### src/rtl/tmp_seq.sv
// Control sequencer for the TMPH/TMPL register pair: turns byte-level commands
// into ordered setup/strobe/hold control strobes and a timed address-bus drive.
module tmp_seq #(
    parameter int ADDR_CYCLES = 2,
    parameter int ACK_TIMEOUT = 16
) (
    input  logic       clk,
    input  logic       rst,
    input  logic       cmd_valid,
    input  logic [2:0] cmd_op,
    output logic       cmd_ready,
    input  logic       bus_ack,
    output logic       done,
    output logic       err,
    output logic       reg_tmph_data_dir,
    output logic       reg_tmpl_data_dir,
    output logic       reg_tmph_pass_data,
    output logic       reg_tmpl_pass_data,
    output logic       reg_tmph_load,
    output logic       reg_tmpl_load,
    output logic       reg_tmph_out,
    output logic       reg_tmpl_out,
    output logic       reg_tmp_pass_address,
    output logic       reg_tmp_address_dir
);

    typedef enum logic [2:0] {
        S_IDLE, S_SETUP, S_WAIT_ACK, S_STROBE, S_HOLD, S_ADDR, S_DONE
    } state_t;

    localparam logic [2:0] OP_LOAD_L  = 3'd0;
    localparam logic [2:0] OP_LOAD_H  = 3'd1;
    localparam logic [2:0] OP_LOAD_HL = 3'd2;
    localparam logic [2:0] OP_STORE_L = 3'd3;
    localparam logic [2:0] OP_STORE_H = 3'd4;
    localparam logic [2:0] OP_DRIVE   = 3'd5;

    localparam logic [7:0] ACK_LAST  = 8'(ACK_TIMEOUT - 1);
    localparam logic [7:0] ADDR_LAST = 8'(ADDR_CYCLES - 1);

    state_t     state_reg, state_next;
    logic [2:0] op_reg, op_next;
    logic       sel_reg, sel_next;      // 0 = TMPL, 1 = TMPH
    logic [7:0] cnt_reg, cnt_next;
    logic       err_next;
    logic       cmd_ready_reg, done_reg, err_reg;
    logic       pass_addr_reg, addr_dir_reg;
    logic       store_next, byte_active_next;

    always_comb begin
        state_next = state_reg;
        op_next    = op_reg;
        sel_next   = sel_reg;
        cnt_next   = cnt_reg;
        err_next   = 1'b0;
        case (state_reg)
            S_IDLE: begin
                if (cmd_valid && cmd_ready_reg) begin
                    op_next  = cmd_op;
                    cnt_next = 8'd0;
                    case (cmd_op)
                        OP_LOAD_L, OP_LOAD_HL, OP_STORE_L: begin
                            sel_next   = 1'b0;
                            state_next = S_SETUP;
                        end
                        OP_LOAD_H, OP_STORE_H: begin
                            sel_next   = 1'b1;
                            state_next = S_SETUP;
                        end
                        OP_DRIVE: state_next = S_ADDR;
                        default:  err_next   = 1'b1;
                    endcase
                end
            end
            S_SETUP: begin
                cnt_next   = 8'd0;
                state_next = S_WAIT_ACK;
            end
            S_WAIT_ACK: begin
                // An ack arriving on the terminal count still completes the byte.
                if (bus_ack) begin
                    state_next = (op_reg == OP_STORE_L || op_reg == OP_STORE_H) ? S_HOLD : S_STROBE;
                end else if (cnt_reg == ACK_LAST) begin
                    state_next = S_IDLE;
                    err_next   = 1'b1;
                end else begin
                    cnt_next = cnt_reg + 8'd1;
                end
            end
            S_STROBE: state_next = S_HOLD;
            S_HOLD: begin
                if (op_reg == OP_LOAD_HL && !sel_reg) begin
                    sel_next   = 1'b1;
                    state_next = S_SETUP;
                end else begin
                    state_next = S_DONE;
                end
            end
            S_ADDR: begin
                if (cnt_reg == ADDR_LAST) state_next = S_DONE;
                else                      cnt_next   = cnt_reg + 8'd1;
            end
            S_DONE:  state_next = S_IDLE;
            default: state_next = S_IDLE;
        endcase
    end

    // Outputs are decoded from the state being entered so they line up with it.
    assign store_next       = (op_next == OP_STORE_L) || (op_next == OP_STORE_H);
    assign byte_active_next = (state_next == S_SETUP) || (state_next == S_WAIT_ACK) ||
                              (state_next == S_STROBE) || (state_next == S_HOLD);

    always_ff @(posedge clk) begin
        if (rst) begin
            state_reg     <= S_IDLE;
            op_reg        <= 3'd0;
            sel_reg       <= 1'b0;
            cnt_reg       <= 8'd0;
            cmd_ready_reg <= 1'b1;
            done_reg      <= 1'b0;
            err_reg       <= 1'b0;
            pass_addr_reg <= 1'b1;
            addr_dir_reg  <= 1'b1;
        end else begin
            state_reg     <= state_next;
            op_reg        <= op_next;
            sel_reg       <= sel_next;
            cnt_reg       <= cnt_next;
            cmd_ready_reg <= (state_next == S_IDLE);
            done_reg      <= (state_next == S_DONE);
            err_reg       <= err_next;
            pass_addr_reg <= (state_next != S_ADDR);
            addr_dir_reg  <= (state_next != S_ADDR);
        end
    end

    logic [1:0] dir_q, pass_q, load_q, out_q;

    generate
        for (genvar gi = 0; gi < 2; gi++) begin : g_byte
            logic selected;
            logic dir_next, pass_next, load_next, out_next;
            logic dir_reg, pass_reg, load_reg, out_reg;

            assign selected = byte_active_next && (sel_next == 1'(gi));

            always_comb begin
                dir_next  = 1'b1;
                pass_next = 1'b1;
                load_next = 1'b0;
                out_next  = 1'b1;
                if (selected) begin
                    pass_next = 1'b0;
                    if (store_next) begin
                        dir_next = 1'b0;
                        out_next = 1'b0;
                    end else begin
                        load_next = (state_next == S_STROBE);
                    end
                end
                if (state_next == S_ADDR) out_next = 1'b0;
            end

            always_ff @(posedge clk) begin
                if (rst) begin
                    dir_reg  <= 1'b1;
                    pass_reg <= 1'b1;
                    load_reg <= 1'b0;
                    out_reg  <= 1'b1;
                end else begin
                    dir_reg  <= dir_next;
                    pass_reg <= pass_next;
                    load_reg <= load_next;
                    out_reg  <= out_next;
                end
            end

            assign dir_q[gi]  = dir_reg;
            assign pass_q[gi] = pass_reg;
            assign load_q[gi] = load_reg;
            assign out_q[gi]  = out_reg;
        end
    endgenerate

    assign cmd_ready            = cmd_ready_reg;
    assign done                 = done_reg;
    assign err                  = err_reg;
    assign reg_tmpl_data_dir    = dir_q[0];
    assign reg_tmph_data_dir    = dir_q[1];
    assign reg_tmpl_pass_data   = pass_q[0];
    assign reg_tmph_pass_data   = pass_q[1];
    assign reg_tmpl_load        = load_q[0];
    assign reg_tmph_load        = load_q[1];
    assign reg_tmpl_out         = out_q[0];
    assign reg_tmph_out         = out_q[1];
    assign reg_tmp_pass_address = pass_addr_reg;
    assign reg_tmp_address_dir  = addr_dir_reg;

endmodule

### config.mk
export PLATFORM = sky130hd
export DESIGN_NAME = tmp_seq
export DESIGN_NICKNAME = d
export VERILOG_FILES = /design/src/rtl/tmp_seq.sv
export SDC_FILE = /design/constraint.sdc
export NUM_CORES = 1
export LEC_CHECK = 0
export ABC_CLOCK_PERIOD_IN_PS = 3900
export BUFFER_PORTS_ARGS = -buffer_cell sky130_fd_sc_hd__buf_4
export CAP_MARGIN = 5
export CORE_ASPECT_RATIO = 0.75
export CORE_MARGIN = 10
export CORE_UTILIZATION = 32
export CTS_CLUSTER_DIAMETER = 40
export DETAILED_ROUTE_END_ITERATION = 10
export PLACE_DENSITY = 0.61
export SYNTH_ARGS = -nofsm -noshare
export SYNTH_HDL_FRONTEND = slang
export SYNTH_SLANG_ARGS = --single-unit
### constraint.sdc
create_clock -name clk -period 3.9 [get_ports clk]
set_input_delay 0.585 -clock clk [delete_from_list [all_inputs] [get_ports clk]]
set_output_delay 0.585 -clock clk [all_outputs]
set_load 0.03 [all_outputs]
==> results.tsv <==
metric	value	unit
Clock Pin Slew Worst Setup and Hold Paths	0.09	ns
asr flop ratio synth	0	
Max transition margin	0.376	
post_cts resized	0	
Slew Viols, Final	0	
synth top area cells	dfxtp_1 (41%), nor2_1 (5.4%), nor2b_1 (3.8%)	
hold crit path type	register to register	
GRT overflow	0	
top_reg_cell synth	dfxtp_1	
DR pass1 iterations	4	
vias in the first global route	1075	
Starting Density	0.329	
Post-synth EDFFs	0	
leakage power	0.000591	uW
Final Hold Fails	0	
post-synthesis net count	158	
reg2reg path depth	5	
most common cell in the synthesized netlist	dfxtp_1	
worst reg2reg setup slack	1.86	ns
reg-to-reg endpoint	reg_tmpl_pass_data	
clock buffer depth	2	
Starting DRT DRC Count	102	
Mean Syn Cell Area	8.85	um^2
CP peak stage delay	0.56	ns
Die Y	75.6	um
top cells by count, synth	dfxtp_1 (27), nor2_1 (19), nand2_1 (9), nor2b_1 (8), a21oi_1 (7)	
Residual DRC	0	
std cell rows	20	
CP Class	register to register	
clock skew	0.00622	ns
root buffer cell	clkbuf_8	
via count	1130	
CP startpoint kind	register	
pwr dens	669	nW/um^2
CTS tree	yes	
CORE AREA	4000	um^2
Distinct cells, synth	50	
dpl hpwl	2.22	mm
peak supply drop	182	uV
Tot Pwr	1030	uW
maxcap violations	0	
Gate Count Post-Synth	149	
worst slew pin tran	0.928	ns
CTS buffer count	3	
Setup violations, final	0	
number of fill cells	406	
DRT antenna net count	0	
crit-path max FO	12	
post-synth top area share	0.410	
status	finished, final reports clean	
Seq/Total Area, Yosys	0.410	
CP Buf/Inv Count	0	
RSZ-0062 raised after global routing	false	
CP Cell Sequence	nor4bb_1 > nand2b_1 > a32oi_1 > nand4b_1 > nand3b_1	
Yosys warnings	0	
Fmax	0.491	GHz
final hold slack	0.497	ns
initial antenna violation count	0	
WHS Path Cells	2	
worst endpoint data arrival time	2.24	ns
Die Width	94.1	um
HP Start	cnt_reg[1]	
routed wire length	2.89	mm
# hold bufs at CTS	0	
IO buf count	19	
setup ws final	1.86	ns
CTS Sinks	27	
final worst-path cycle share	0.522	
Yosys reg bits	27	
FF-to-FF Start	state_reg[0]	
synthesized area	1320	um^2
via density per instance	5.14	
DR WL/cell	13.1	um
clock latency on the worst-skew pair	0.27	ns
first-pass GRT wire length	4.69	mm
crit-path leading delay family	simple AND/OR/NAND/NOR gates	
Layout Nets	175	
pre-CTS setup slack	1.74	ns
final core occ	0.386	
Die Footprint	7120	um^2
# IOs	20	
post-layout min period	2.04	ns
routability congestion estimate	0.908	
area delta synth->final	17.1	%
CP endpoint kind	register	
share of cells above drive strength 1	0.164	
max reg flops	8	
slowest cell on the critical path	dfxtp_1	
Worst Hold End	cnt_reg[1]	
setup total negative slack	0	ns
CP required	4.11	ns
H-Tree Depth	1	
Post-CTS Repair Setup Buffers	0	
n_diodes	0	
largest net degree at the start of global routing	15	
GRT Util Overall	0.0794	
Yosys top cell by area	dfxtp_1	
## worst reg2reg max path, cell delays in order (launching register included)
cell      delay (ns)
dfxtp_1         0.56
nor4bb_1        0.42
nand2b_1        0.14
a32oi_1         0.30
nand4b_1        0.34
nand3b_1        0.21
## per-stage QoR
| stage | area, um^2 | instances |
|---|---|---|
| 2_1_floorplan | 1320 | 149 |
| 3_3_place_gp | 1500 | 216 |
| 3_5_place_dp | 1500 | 216 |
| 4_1_cts | 1540 | 220 |
| 5_1_grt | 1540 | 220 |
| 6_report | 1540 | 220 |
## how the worst max path moves through the flow
stage | from | endpoint | slack, ns | cells after the start
after floorplan | cmd_op[2] | reg_tmph_out | 1.98 | 7
after global placement | bus_ack | cnt_reg[4] | 1.77 | 6
after detailed placement | bus_ack | cnt_reg[2] | 1.74 | 6
after CTS | state_reg[0] | reg_tmpl_pass_data | 1.84 | 5
after global routing | state_reg[0] | reg_tmpl_pass_data | 1.70 | 5
final | state_reg[0] | reg_tmpl_pass_data | 1.86 | 5
## where the power goes
group / switching [uW] / total (uW) / internal, uW
clock network: 82.9 / 156 / 73.2
logic: 285 / 480 / 195
registers: 64.3 / 397 / 332
## final cells by class
cell class,instances,area [um^2],area share
Inverter,5,18.8,0.0122
Sequential cell,27,541,0.350
Clock buffer,4,45.0,0.0292
Multi-Input combinational cell,110,728,0.472
Tap cell,55,68.8,0.0446
Timing Repair Buffer,19,143,0.0924
## cell usage in the layout (no fill, tap or decap), types with 2 or more instances in the layout
master,synthesis,final
dfxtp_1,27,27
nor2_1,19,19
buf_4,1,19
nand2_1,9,9
nor2b_1,8,8
a21oi_1,7,7
o21ai_0,6,6
inv_1,5,5
nand3b_1,5,5
or3_1,5,5
xor2_1,4,4
or3b_1,3,3
mux2i_1,3,3
clkbuf_8,0,3
nand3_1,2,2
a32oi_1,2,2
o21a_1,2,2
o2111ai_1,2,2
and3b_1,2,2
ha_1,2,2
## per-layer routing
metal	wire, um	part of all wire	global-route usage
met1	1390	0.48	0.102
met2	1360	0.47	0.129
met3	88	0.030	0.0128
met4	47	0.016	0.0336
met5	0	0	0
## cell families after synthesis
group                      after synthesis  share of synthesized area
xor gates and xnor gates                 4                     0.0266
muxes                                    3                     0.0228
DFF                                     27                      0.410
AOI/OAI and AO/OA                       31                      0.164
adders and majority gates                2                     0.0190
buffers and inverters                   12                     0.0380
and+or+nand+nor                         70                      0.320
Note: power is estimated with default switching activity, not from simulation.
